--- config.mk ---
export PLATFORM = sky130hd
export DESIGN_NAME = adder_acc_64
export DESIGN_NICKNAME = d
export VERILOG_FILES = /design/src/rtl/adder_acc_64.sv
export SDC_FILE = /design/constraint.sdc
export NUM_CORES = 1
export LEC_CHECK = 0
export ABC_AREA = 1
export BUFFER_PORTS_ARGS = -buffer_cell sky130_fd_sc_hd__buf_2
export CORE_MARGIN = 3
export CORE_UTILIZATION = 64
export CTS_CLUSTER_SIZE = 25
export DETAILED_ROUTE_END_ITERATION = 6
export HOLD_SLACK_MARGIN = 0.02
export PLACE_DENSITY = 0.91
export SLEW_MARGIN = 20
export SYNTH_ARGS = -nofsm -noshare
export SYNTH_HDL_FRONTEND = slang
export SYNTH_SLANG_ARGS = --single-unit
--- constraint.sdc ---
create_clock -name clk -period 13.65 [get_ports clk]
set_input_delay 2.73 -clock clk [delete_from_list [all_inputs] [get_ports clk]]
set_output_delay 2.73 -clock clk [all_outputs]
set_load 0.02 [all_outputs]
--- src/rtl/adder_acc_64.sv ---
// Streaming 64-bit accumulator built around adder_64, with frame result on valid/ready.
// Optional macro ADDER_ACC_64_SAT_EN: saturate the running sum at all ones after the first carry of a frame.

module adder_64 (
  input  logic [63:0] in1,
  input  logic [63:0] in2,
  input  logic        cin,
  output logic [63:0] sum,
  output logic        cout
);
  assign {cout, sum} = {1'b0, in1} + {1'b0, in2} + {64'd0, cin};
endmodule

module adder_acc_64 #(
  parameter int CNT_W = 16
) (
  input  logic             clk,
  input  logic             rst,
  input  logic             in_valid,
  output logic             in_ready,
  input  logic [63:0]      in_data,
  input  logic             in_last,
  output logic             out_valid,
  input  logic             out_ready,
  output logic [63:0]      out_sum,
  output logic [CNT_W-1:0] out_carries,
  output logic [CNT_W-1:0] out_count
);

  typedef enum logic {ACC, HOLD} state_t;

  localparam logic [CNT_W-1:0] CNT_MAX = {CNT_W{1'b1}};
  localparam logic [CNT_W-1:0] CNT_ONE = {{(CNT_W-1){1'b0}}, 1'b1};

  state_t            state, state_nxt;
  logic [63:0]       acc;
  logic [CNT_W-1:0]  carry_cnt, op_cnt;
  logic [63:0]       sum_w;
  logic              cout_w;
  logic              accept;
  logic [63:0]       acc_nxt;
  logic [CNT_W-1:0]  carry_nxt, op_nxt;

  adder_64 u_adder (
    .in1  (acc),
    .in2  (in_data),
    .cin  (1'b0),
    .sum  (sum_w),
    .cout (cout_w)
  );

  assign in_ready = (state == ACC);
  assign accept   = in_valid && in_ready;

  // Counters stick at all ones rather than wrapping
  assign carry_nxt = (carry_cnt == CNT_MAX || !cout_w) ? carry_cnt : carry_cnt + CNT_ONE;
  assign op_nxt    = (op_cnt == CNT_MAX) ? op_cnt : op_cnt + CNT_ONE;

`ifdef ADDER_ACC_64_SAT_EN
  logic sat;
  assign acc_nxt = (sat || cout_w) ? 64'hFFFF_FFFF_FFFF_FFFF : sum_w;

  always_ff @(posedge clk or posedge rst) begin
    if (rst) begin
      sat <= 1'b0;
    end else if (accept) begin
      sat <= in_last ? 1'b0 : (sat || cout_w);
    end
  end
`else
  assign acc_nxt = sum_w;
`endif

  always_comb begin
    state_nxt = state;
    case (state)
      ACC:  if (accept && in_last) state_nxt = HOLD;
      HOLD: if (out_ready)         state_nxt = ACC;
      default: state_nxt = ACC;
    endcase
  end

  always_ff @(posedge clk or posedge rst) begin
    if (rst) begin
      state       <= ACC;
      acc         <= 64'd0;
      carry_cnt   <= '0;
      op_cnt      <= '0;
      out_valid   <= 1'b0;
      out_sum     <= 64'd0;
      out_carries <= '0;
      out_count   <= '0;
    end else begin
      state <= state_nxt;
      if (accept) begin
        if (in_last) begin
          acc         <= 64'd0;
          carry_cnt   <= '0;
          op_cnt      <= '0;
          out_sum     <= acc_nxt;
          out_carries <= carry_nxt;
          out_count   <= op_nxt;
          out_valid   <= 1'b1;
        end else begin
          acc       <= acc_nxt;
          carry_cnt <= carry_nxt;
          op_cnt    <= op_nxt;
        end
      end else if (state == HOLD && out_ready) begin
        out_valid <= 1'b0;
      end
    end
  end

endmodule
**Yosys cells after proc, flatten, opt, wreduce, memory -nomap -nowiden**

Index checks and enable logic that the tools add are counted.

- Memory bits (read-only): 0
- Input bits: 69
- Memory bits (writable): 0
- Logic and storage cells: 34
- Latch bits: 0
- Flip-flop bits (word level): 194
- Output and inout port bits: 98
- Memories kept: 0

- Bitwise logic cells: 1
- Multiplexer cells: 11
- Shifts and indexed selects: 0
- Equal/unequal tests: 3
- $mul: 0
- Order comparisons: 0
- Divide/modulo/power cells: 0
- Reduce and logical (&&, ||, !) cells: 8
- $add $sub $neg: 3

Operators with widths:

| kind | number |
|---|---|
| 64-bit by 64-bit adder with 65-bit output | 1 |
| 16-bit 2-to-1 mux | 4 |
| 64-bit 2-to-1 mux | 1 |
| 16-bit by 1-bit adder with 16-bit output (second input constant) | 2 |
| 16-bit == test (second input constant) | 2 |
| 1-bit 2-to-1 mux | 5 |
| 2-bit AND reduction | 2 |
| 1-bit logical AND | 3 |
| 2-bit inequality test (second input constant) | 1 |
| 1-bit case mux with 2 select lines | 1 |
| 2-bit nonzero test | 1 |
| 1-bit logical NOT | 1 |
| 1-bit logical OR | 1 |
| 1-bit NOT | 1 |

**Logic depth before layout (Yosys ltp)**

Gate-level depths: netlist of run 1.

- Depth after elaboration: 5
- Mapped depth: 20

**By module**

Synthesis of run 1 repeated with hierarchy kept, for this count alone.

- Cell total of the unflattened synthesis: 2,237
- Area total of the unflattened synthesis: 14,203.6 µm²

By module, submodules not included:

| module | area each (µm²) | seq. area each (µm²) | times used | cells an instance |
|---|---|---|---|---|
| adder_acc_64 | 8,294.2 | 4,854.7 | 1 | 942 |
| adder_64 | 5,909.4 | 0.0 | 1 | 1,295 |

**Least setup slack after synthesis of run 1**

OpenSTA, ideal clock, no wires.

- Kind: input to register
- From: input port in_data[0]
- To: register out_sum[62]
- Stages on the path: 17
- Data required time: 13,533 ps
- Setup time: 117 ps
- Buffers on the path: 0
- Slack: 9,069 ps
- Data arrival time: 4,464 ps
- Path through: ha_1 -> inv_1 -> fa_1 -> inv_1 -> nand2_1 -> nand2_1 -> nand2_1 -> o21ai_0 -> nand3_1 -> nand2_1 -> nand2_1 -> nand2_1 -> nand2_1 -> nand2_1 -> nand2_1 -> nand3_1 -> nand2_1

- Longest elaborated chain between the ends: 1

Ends and longest elaborated chain:

| item | RTL line | RTL |
|---|---|---|
| from (decl) | 21 | `input logic [63:0] in_data,` |
| 64-bit by 64-bit adder with 65-bit output | 11 | `assign {cout, sum} = {1'b0, in1} + {1'b0, in2} + {64'd0, cin};` |
| to (signal assigned) | 100 | `out_sum <= acc_nxt;` |
| to (decl) | 25 | `output logic [63:0] out_sum,` |

Every way passes these cells.
A chain may end at the register's enable or synchronous reset.

**Final worst setup path of run 1**

- From: input port in_valid
- To: register out_sum[6]

- Longest elaborated chain between the ends: 2

Ends and longest elaborated chain:

| item | RTL line | RTL |
|---|---|---|
| from (decl) | 19 | `input logic in_valid,` |
| 1-bit logical AND | 53 | `assign accept = in_valid && in_ready;` |
| 2-bit AND reduction (no source line) | - |  |

Every way passes these cells.

==> results of run 1 <==
==> report_power, final <==
group | switching, mW | internal [mW]
combinational | 1.05 | 0.476
clock | 0.282 | 0.255
sequential | 0.111 | 0.751
total | 1.44 | 1.48
==> layout make-up <==
type                       instances  area, um^2
multi-input combinational       1461        7120
fill                            1613        5050
sequential                       194        4850
inverter                         249         942
timing repair buffer             171         868
clock buffer                      17         425
tap                              265         332
clock inverter                    15         194
==> registers in the layout (all words and copies together), names as in the netlist <==
name / count
acc: 64
out_sum: 64
carry_cnt: 16
op_cnt: 16
out_carries: 16
out_count: 16
out_valid: 1
state: 1
==> metal layers <==
layer	up-vias	GRT usage, %
met2	522	61.2
li1	6478	-
met1	6183	46.9
met5	-	0
met3	109	4.44
met4	0	15.7
==> how the worst max path moves through the flow <==
| stage | startpoint | endpoint | slack [ns] | depth (start not counted) |
|---|---|---|---|---|
| floorplan | rst | acc[0] | 5.64 | 1 |
| global route | in_valid | out_sum[6] | 7.85 | 7 |
| CTS | in_valid | out_sum[6] | 8.16 | 7 |
| global placement | in_valid | out_sum[32] | 7.83 | 7 |
| detailed placement | in_valid | out_sum[24] | 7.70 | 7 |
| finish | in_valid | out_sum[6] | 8.12 | 7 |
==> cell usage after synthesis (18+ instances only) <==
cell type / number / area [um^2]
nand2_1: 756 / 2840
ha_1: 66 / 826
inv_1: 245 / 920
nand3_1: 165 / 826
dfrtp_1: 194 / 4850
nor2_1: 122 / 458
o21bai_1: 18 / 135
clkbuf_1: 30 / 113
a21oi_1: 81 / 405
o21ai_0: 118 / 591
xor2_1: 19 / 166
xnor2_1: 19 / 166
==> worst reg2reg max path, delay by kind of cell, from the launching register on <==
family | cells | cell delay, ns
buffers and inverters | 4 | 2.09
AND/OR/NAND/NOR | 2 | 0.70
AO/OA/AOI/OAI | 1 | 0.28
flip-flops | 1 | 0.35
==> metrics by stage <==
step	area, um^2	std cells	hold slack (ns)	util, %	power [mW]
floorplan	13100	1947	0.453	-	1.90
CTS	14700	2372	0.483	74.5	2.90
global placement	14100	2340	0.459	71.4	2.32
detailed placement	14100	2340	0.460	71.4	2.36
global route	14700	2372	0.496	74.5	3.12
finish	14700	2372	0.482	74.5	2.92
==> cell families (layout without fill, tap and decap cells) <==
family | Yosys count | count (layout) | share of synthesized area, %
DFF | 194 | 194 | 37.0
AOI/OAI and AO/OA | 237 | 237 | 9.69
and+or+nand+nor | 1119 | 1119 | 35.5
buffers and inverters | 292 | 452 | 8.78
xor gates and xnor gates | 38 | 38 | 2.54
adders and majority gates | 67 | 67 | 6.45
==> run_results.csv, run 1 <==
group,metric,value,unit
outcome,status,"finished clean",
timing,setup_violations,0,
yosys,synth-warning-count,0,
worst_setup_path,crit_type,"in -> reg",
yosys,synth.distinct_cells,38,
global_routing,gr-total-overflow,0,
worst_setup_path,rr_worst_depth,7,
floorplanning,die_w,149,um
worst_setup_path,cp_top_family,"buffers and inverters",
final_layout,syn2layout_area_growth,12.4,%
timing,rsz0062_at_grt,"no",
clocking,cts_made_buffers,17,
global_routing,grt_first_pass_wirelength,63.8,mm
clocking,postCtsHoldBufs,0,
floorplanning,initial_utilization,66.3,%
timing,fin_crit_sh,40.5,%
worst_setup_path,critPathBufInv,4,
timing,max_freq,181,MHz
routing,wl_met2,19.1,mm
worst_setup_path,critPathMostFrequentCell,"buf_4",
timing,worst_slack,8.12,ns
worst_setup_path,reg2reg_to,"out_sum[6]",
placement,gp_congestion,1.04,
power_and_ir_drop,leakage,8.38,nW
timing,slew_viol_final,0,
floorplanning,io_pins,167,
final_layout,nets,2230,
floorplanning,dieArea,22200,um^2
clocking,cts_resized,0,
timing,period_needed,5.53,ns
worst_setup_path,cp_slowest_cell,"buf_4",
routing,wl_per_cell,16.9,um
routing,top_layer_used,"met4",
timing,skew,0.0191,ns
hold_path,hold_start,"out_count[9]",
clocking,clock-sinks,194,
placement,dp_hpwl,30.5,mm
hold_path,hp-class,"reg -> reg",
yosys,synth_area,13100,um^2
global_routing,first_global_vias,13000,
worst_setup_path,critPathMaxStageDelay,0.76,ns
placement,numPortBuffers,166,
routing,ant_nets,0,
worst_setup_path,cp-end-kind,"flip-flop",
power_and_ir_drop,power.density,198,nW/um^2
final_layout,antenna_cells,0,
worst_setup_path,reg2reg_setup_slack,10.08,ns
timing,totalNegativeSetupSlack,0,ns
routing,vias,13300,
yosys,async_reset_ff_share,100,%
placement,dpl_worst_slack,7.70,ns
yosys,synth_nets,2083,
yosys,synth-edff-count,0,
floorplanning,coreArea,19800,um^2
yosys,synth_flop_cell,"dfrtp_1",
yosys,syn_area_per_cell,6.73,um^2
clocking,cts_tree,"done",
yosys,netlist_instances,1947,
worst_setup_path,crit_fanout,84,
clocking,post_cts_buffers,0,
hold_path,holdPathEnd,"out_count[9]",
routing,wl_met1,16.5,mm
worst_setup_path,critPathRequiredTime,13.95,ns
timing,tightest_slew,1.08,ns
routing,vias_per_cell,5.60,
worst_setup_path,r2r-start,"state",
worst_setup_path,arrival,5.83,ns
clocking,worstSkewPairLatency,0.45,ns
worst_setup_path,cp-start-kind,"input port",
worst_setup_path,crit_chain,"buf_2, nand2_2, buf_4, inv_1, nand2_4, buf_4, o21ai_0",
floorplanning,num_rows,51,
clocking,clk_pin_slew_worst_paths,0.09,ns
yosys,synth_seq_cells,194,
final_layout,final_cell_mix,"754 x nand2_1, 244 x inv_1, 194 x dfrtp_1",
global_routing,grt_start_max_net_pins,126,
floorplanning,die_height,149,um
routing,dr_wl_met3,2.54,mm
clocking,root_buffer,"clkbuf_16",
routing,drc,0,
timing,maxSlewHeadroom,27.8,%
clocking,clockBufferDepth,2,
final_layout,drive_gt1_share,11.3,%
routing,drt_iter0_markers,956,
power_and_ir_drop,vdd_drop_max,0.000110,V
final_layout,final_common_cell,"nand2_1",
clocking,htreeDepth,4,
yosys,ys_seq_area_share,37.0,%
global_routing,antenna_found_initial,0,
global_routing,grt_usage,36.1,%
hold_path,worstHoldPathCells,2,
routing,drtPass1Iterations,7,
timing,hold_viol,0,
routing,routed_wl,40.0,mm
run,drv_cap,0,
Power figures use the tool's default switching activity.
==> run 2: changes to the inputs <==
- ABC_AREA: 1 -> 0
- CORE_UTILIZATION: 64 -> 59
- PLACE_DENSITY: 0.91 -> 0.86
- clock period: 13.65 -> 5.5 ns (I/O delays scaled with it)
==> run_results.csv, run 2 <==
group,metric,value,unit
yosys,synth-warning-count,0,
yosys,async_reset_ff_share,100,%
worst_setup_path,critPathRequiredTime,5.85,ns
worst_setup_path,crit_type,"in -> reg",
timing,totalNegativeSetupSlack,0,ns
clocking,cts_made_buffers,17,
timing,maxSlewHeadroom,37.4,%
timing,period_needed,3.84,ns
yosys,synth_top_family_by_area,"compound AO/OA/AOI/OAI gates",
clocking,worstSkewPairLatency,0.45,ns
power_and_ir_drop,clockPowerShare,18.1,%
yosys,synth_flop_cell,"dfrtp_1",
power_and_ir_drop,p_sw,3.35,mW
yosys,netlist.area_leader.share,39.6,%
power_and_ir_drop,leakage,6.43,nW
routing,vias_per_cell,6.25,
placement,dp_hpwl,23.6,mm
final_layout,fin_area,13900,um^2
global_routing,grt_first_pass_wirelength,52.6,mm
power_and_ir_drop,swShare,45.0,%
floorplanning,die_w,150,um
timing,max_freq,261,MHz
yosys,ys_top_cells_by_area,"dfrtp_1 40%, ha_1 6.7%, nand2_1 6.6%",
placement,gp_congestion,0.976,
final_layout,n_fill_cell,1597,
yosys,netlist_instances,1373,
clocking,root_buffer,"clkbuf_16",
run,drv_cap,0,
routing,ant_nets,0,
clocking,clock-sinks,194,
clocking,postCtsHoldBufs,0,
floorplanning,io_pins,167,
worst_setup_path,cp_top_family,"compound AO/OA/AOI/OAI gates",
routing,drc,0,
global_routing,grt_usage,29.0,%
clocking,htreeDepth,4,
global_routing,antenna_found_initial,0,
clocking,clockBufferDepth,2,
final_layout,final_cell_mix,"213 x nand2_1, 194 x dfrtp_1, 166 x buf_2",
yosys,synthMuxAreaShare,4.08,%
yosys,synth.most_common_cell,"nand2_1",
yosys,synth_area,12300,um^2
power_and_ir_drop,cellInternalPower,4.09,mW
yosys,syn_area_per_cell,8.93,um^2
worst_setup_path,cp-start-kind,"input port",
final_layout,antenna_cells,0,
power_and_ir_drop,vdd_drop_max,0.000259,V
routing,drt_iter0_markers,968,
routing,drtPass1Iterations,7,
timing,rsz0062_at_grt,"no",
worst_setup_path,arrival,4.18,ns
floorplanning,initial_utilization,60.4,%
yosys,synth-compound-area-share,23.5,%
yosys,synth-adder-area-share,6.90,%
final_layout,reg_top3,"acc x64, out_sum x64",
clocking,clk_pin_slew_worst_paths,0.08,ns
yosys,synth_commonest_cells,"216 x nand2_1, 194 x dfrtp_1, 129 x o21ai_0, 103 x a21oi_1, 71 x nor2_1",
final_layout,final_common_cell,"nand2_1",
yosys,synth-simple-area-share,17.6,%
routing,wl_per_cell,18.8,um
power_and_ir_drop,power.share.combinational,51.6,%
placement,post_dp_cell_area,13200,um^2
outcome,status,"finished clean",
final_layout,drive_gt1_share,18.4,%
yosys,synth-edff-count,0,
yosys,ys_seq_area_share,39.6,%
hold_path,hp-class,"reg -> reg",
routing,routed_wl,33.4,mm
worst_setup_path,crit_fanout,5,
global_routing,first_global_vias,10600,
global_routing,grt_start_max_net_pins,195,
worst_setup_path,critPathBufInv,2,
floorplanning,coreArea,20300,um^2
power_and_ir_drop,power.density,536,nW/um^2
timing,hold_ws,0.469,ns
final_layout,ff_latch_area,4850,um^2
final_layout,nets,1628,
placement,numPortBuffers,166,
worst_setup_path,cp_slowest_cell,"a211oi_1",
timing,slew_viol_final,0,
timing,tightest_slew,0.916,ns
worst_setup_path,critPathMaxStageDelay,0.52,ns
floorplanning,num_rows,52,
floorplanning,dieArea,22500,um^2
clocking,cts_tree,"done",
clocking,cts_resized,0,
final_layout,syn2layout_area_growth,13.3,%
yosys,yosysTopAreaCell,"dfrtp_1",
yosys,synthXorXnorAreaFrac,5.07,%
worst_setup_path,crit_chain,"buf_2, ha_1, inv_1, fa_1, and2b_1, o211ai_1, a31oi_1, o21ai_1, a2111oi_2, o211ai_2, a211oi_1, nor3_1, o31ai_1",
yosys,synth_seq_cells,194,
global_routing,gr-total-overflow,0,
final_layout,multi_input_area,7030,um^2
yosys,synth.distinct_cells,83,
timing,fin_crit_sh,69.8,%
floorplanning,die_height,150,um
yosys,synth_nets,1509,
timing,setup_violations,0,
timing,hold_viol,0,
power_and_ir_drop,seqPwrFrac,30.3,%
routing,vias,11100,
clocking,post_cts_buffers,0,
worst_setup_path,cp-end-kind,"flip-flop",
timing,skew,0.0146,ns
run 2: cell types whose count changed after synthesis, moves of 24 or more:
cell	before	now
a22o_1	1	28
clkbuf_1	30	64
inv_1	245	29
mux2_2	0	24
nand2_1	756	216
nand3_1	165	35
nor2_1	122	71
xnor2_1	19	44
run 2: per-stage QoR:
step / power, mW / util [%] / setup WS [ns] / cells
2_1_floorplan: 5.00 / - / 1.75 / 1373
3_3_place_gp: 5.92 / 65.2 / 1.39 / 1742
3_5_place_dp: 6.02 / 65.2 / 1.27 / 1742
4_1_cts: 7.39 / 68.2 / 1.72 / 1773
5_1_grt: 7.92 / 68.4 / 1.52 / 1774
6_report: 7.44 / 68.4 / 1.66 / 1774
run 2: path summary, 6_finish.rpt:
kind,start,to,slack (ns),cells after the start
setup / recovery,in_data[0],out_sum[54],1.66,13
hold / removal,out_sum[28],out_sum[28],0.47,2
setup reg to reg,acc[0],out_sum[54],2.04,12
hold reg to reg,out_sum[28],out_sum[28],0.47,2
max in group asynchronous,rst,acc[62],3.82,4
min in group asynchronous,rst,out_sum[11],0.75,3
run 2: area by class of cell:
type                    instances  area share, %
multi-input cells            1076           50.6
flip-flops and latches        194           35.0
repair buffers                174           6.65
clock buffers                  17           3.06
well taps                     270           2.43
clock inverters                14           1.42
inverters                      29          0.811
run 2: power by group through the flow:
stage          sequential (mW)  combinational (mW)  clock [mW]
3_3_place_gp              2.25                3.67           0
2_1_floorplan             2.51                2.48           0
5_1_grt                   2.31                4.19        1.42
3_5_place_dp              2.27                3.75           0
6_report                  2.26                3.84        1.35
4_1_cts                   2.25                3.79        1.35
run 2: kinds of logic (layout without fill, tap and decap cells):
kind of cell / after synthesis / in the layout
adders and majority gates: 67 / 67
buffers and inverters: 103 / 234
DFF: 194 / 194
xor gates and xnor gates: 71 / 71
muxes: 47 / 47
and+or+nand+nor: 458 / 458
AOI/OAI and AO/OA: 433 / 433
run 2: per-layer routing:
metal,wire length (um),vias up,track usage (%)
met5,0,-,0
met4,939,0,11.0
met3,2610,70,4.91
met2,15700,496,47.1
met1,14100,5287,39.2
li1,-,5235,-
run 2: worst register-to-register path, delay by kind of cell (launching register included):
kind	cells	cell delay, ns
AO/OA/AOI/OAI	7	2.02
adder cells (fa/ha/maj)	2	0.57
buffers and inverters	1	0.05
flip-flops	1	0.35
AND/OR/NAND/NOR	2	0.39
==> run 3: changes to the inputs <==
- ABC_AREA: 0 -> 1
- CORE_UTILIZATION: 59 -> 54
- PLACE_DENSITY: 0.86 -> 0.82
- clock period: 5.5 -> 3.2 ns (I/O delays scaled with it)
==> run_results.csv, run 3 (synthesis results as in run 1) <==
group,metric,value,unit
final_layout,fin_area,14900,um^2
final_layout,drive_gt1_share,11.8,%
final_layout,nets,2240,
placement,dpl_worst_slack,0.118,ns
routing,drc,0,
floorplanning,initial_utilization,55.3,%
timing,period_needed,2.76,ns
worst_setup_path,reg2reg_setup_slack,0.44,ns
worst_setup_path,r2r-start,"acc[0]",
floorplanning,num_rows,56,
timing,skew,0.0184,ns
global_routing,gr-total-overflow,0,
clocking,post_cts_buffers,0,
routing,dr_wl_met3,2.51,mm
power_and_ir_drop,vdd_drop_max,0.000430,V
final_layout,syn2layout_area_growth,13.8,%
clocking,clock-sinks,194,
timing,hold_ws,0.305,ns
hold_path,hp-class,"in -> async",
worst_setup_path,startpoint,"acc[0]",
placement,post_dp_cell_area,14300,um^2
placement,dp_cells,2404,
clocking,clockBufferDepth,2,
worst_setup_path,endpoint,"acc[42]",
timing,setup_violations,0,
timing,max_freq,362,MHz
clocking,htreeDepth,4,
global_routing,grt_usage,31.6,%
routing,wl_met1,17.3,mm
worst_setup_path,reg2reg_to,"acc[42]",
placement,gp_congestion,1.00,
timing,fin_crit_sh,86.3,%
placement,dp_hpwl,31.7,mm
routing,top_layer_used,"met4",
routing,wl_per_cell,16.8,um
floorplanning,die_height,162,um
timing,maxSlewHeadroom,31.5,%
worst_setup_path,cp-end-kind,"flip-flop",
routing,vias_per_cell,5.41,
placement,numPortBuffers,166,
final_layout,antenna_cells,0,
final_layout,final_cell_mix,"754 x nand2_1, 244 x inv_1, 194 x dfrtp_1",
timing,totalNegativeSetupSlack,0,ns
clocking,worstSkewPairLatency,0.45,ns
global_routing,first_global_vias,12800,
routing,drtPass1Iterations,5,
floorplanning,die_w,162,um
floorplanning,coreArea,23700,um^2
clocking,cts_made_buffers,17,
worst_setup_path,rr_worst_depth,17,
routing,wl_met2,19.3,mm
routing,drt_iter0_markers,1134,
clocking,cts_tree,"done",
routing,ant_nets,0,
clocking,clk_pin_slew_worst_paths,0.09,ns
timing,slew_viol_final,0,
clocking,postCtsHoldBufs,0,
final_layout,reg_top3,"acc x64, out_sum x64",
final_layout,final_common_cell,"nand2_1",
timing,worst_slack,0.437,ns
routing,routed_wl,40.8,mm
timing,tightest_slew,1.03,ns
global_routing,antenna_found_initial,0,
run,drv_cap,0,
worst_setup_path,arrival,3.09,ns
worst_setup_path,critPathRequiredTime,3.52,ns
power_and_ir_drop,power.density,841,nW/um^2
global_routing,grt_start_max_net_pins,121,
timing,rsz0062_at_grt,"no",
worst_setup_path,crit_type,"reg -> reg",
worst_setup_path,crit_fanout,3,
floorplanning,io_pins,167,
outcome,status,"finished clean",
final_layout,finalNonFillerCells,2436,
global_routing,grt_first_pass_wirelength,65.5,mm
routing,vias,13200,
worst_setup_path,cp-start-kind,"flip-flop",
floorplanning,dieArea,26200,um^2
power_and_ir_drop,leakage,8.44,nW
clocking,cts_resized,0,
clocking,root_buffer,"clkbuf_16",
final_layout,n_fill_cell,2238,
timing,hold_viol,0,
-- run 3: cell types whose count changed in the layout (fill, tap and decap cells not counted), sizes merged, moves of 23 or more --
cell   delta
a22o     -27
o21ai    -23
inv     +222
mux2     -24
xnor2    -25
nand3   +129
nand2   +554
nor2     +57
mux2i    -23
-- run 3: worst min path at each step --
stage | depth (start not counted) | slack, ns | to | start
final | 2 | 0.30 | acc[13] | rst
after global routing | 2 | 0.37 | out_count[2] | rst
after CTS | 2 | 0.32 | acc[13] | rst
after detailed placement | 2 | 0.46 | out_carries[5] | out_carries[5]
after global placement | 2 | 0.46 | out_sum[44] | out_sum[44]
after floorplan | 2 | 0.45 | acc[34] | acc[34]
-- run 3: metal layers --
metal | global-route usage (%) | vias to the layer above
li1 | - | 6512
met1 | 41.1 | 6074
met2 | 53.4 | 495
met3 | 3.83 | 98
met4 | 13.4 | 0
met5 | 0 | -
-- run 3: area by class of cell --
type,count,area (um^2),share of cell area (%)
multi-input cells,1461,7120,47.7
flip-flops and latches,194,4850,32.5
repair buffers,181,985,6.60
inverters,249,938,6.29
clock buffers,17,425,2.85
well taps,319,399,2.68
clock inverters,15,195,1.31
-- run 3: critical path, stage by stage, from the launching register on --
cell,delay (ns)
dfrtp_1,0.36
ha_1,0.18
inv_1,0.06
fa_1,0.37
inv_1,0.06
nand2_1,0.07
nand2_1,0.09
nand2_1,0.08
o21ai_0,0.38
nand2_1,0.09
nand2_1,0.14
nand3_1,0.08
nand2_1,0.26
nand2_1,0.14
nand2_1,0.08
nand2_1,0.06
nand3_1,0.08
nand2_1,0.08
-- run 3: power breakdown --
group          leakage (nW)  switching (mW)  internal (mW)
sequential             2.53           0.490           3.21
clock                 0.301            1.21           1.09
combinational          5.61            4.47           2.09
total                  8.44            6.16           6.39
-- run 3: per-stage QoR --
stage / util [%] / power [mW]
after floorplan: - / 8.11
after global placement: 60.3 / 10.1
after detailed placement: 60.3 / 10.2
after CTS: 63.0 / 12.5
after global routing: 63.0 / 13.5
final: 63.0 / 12.5
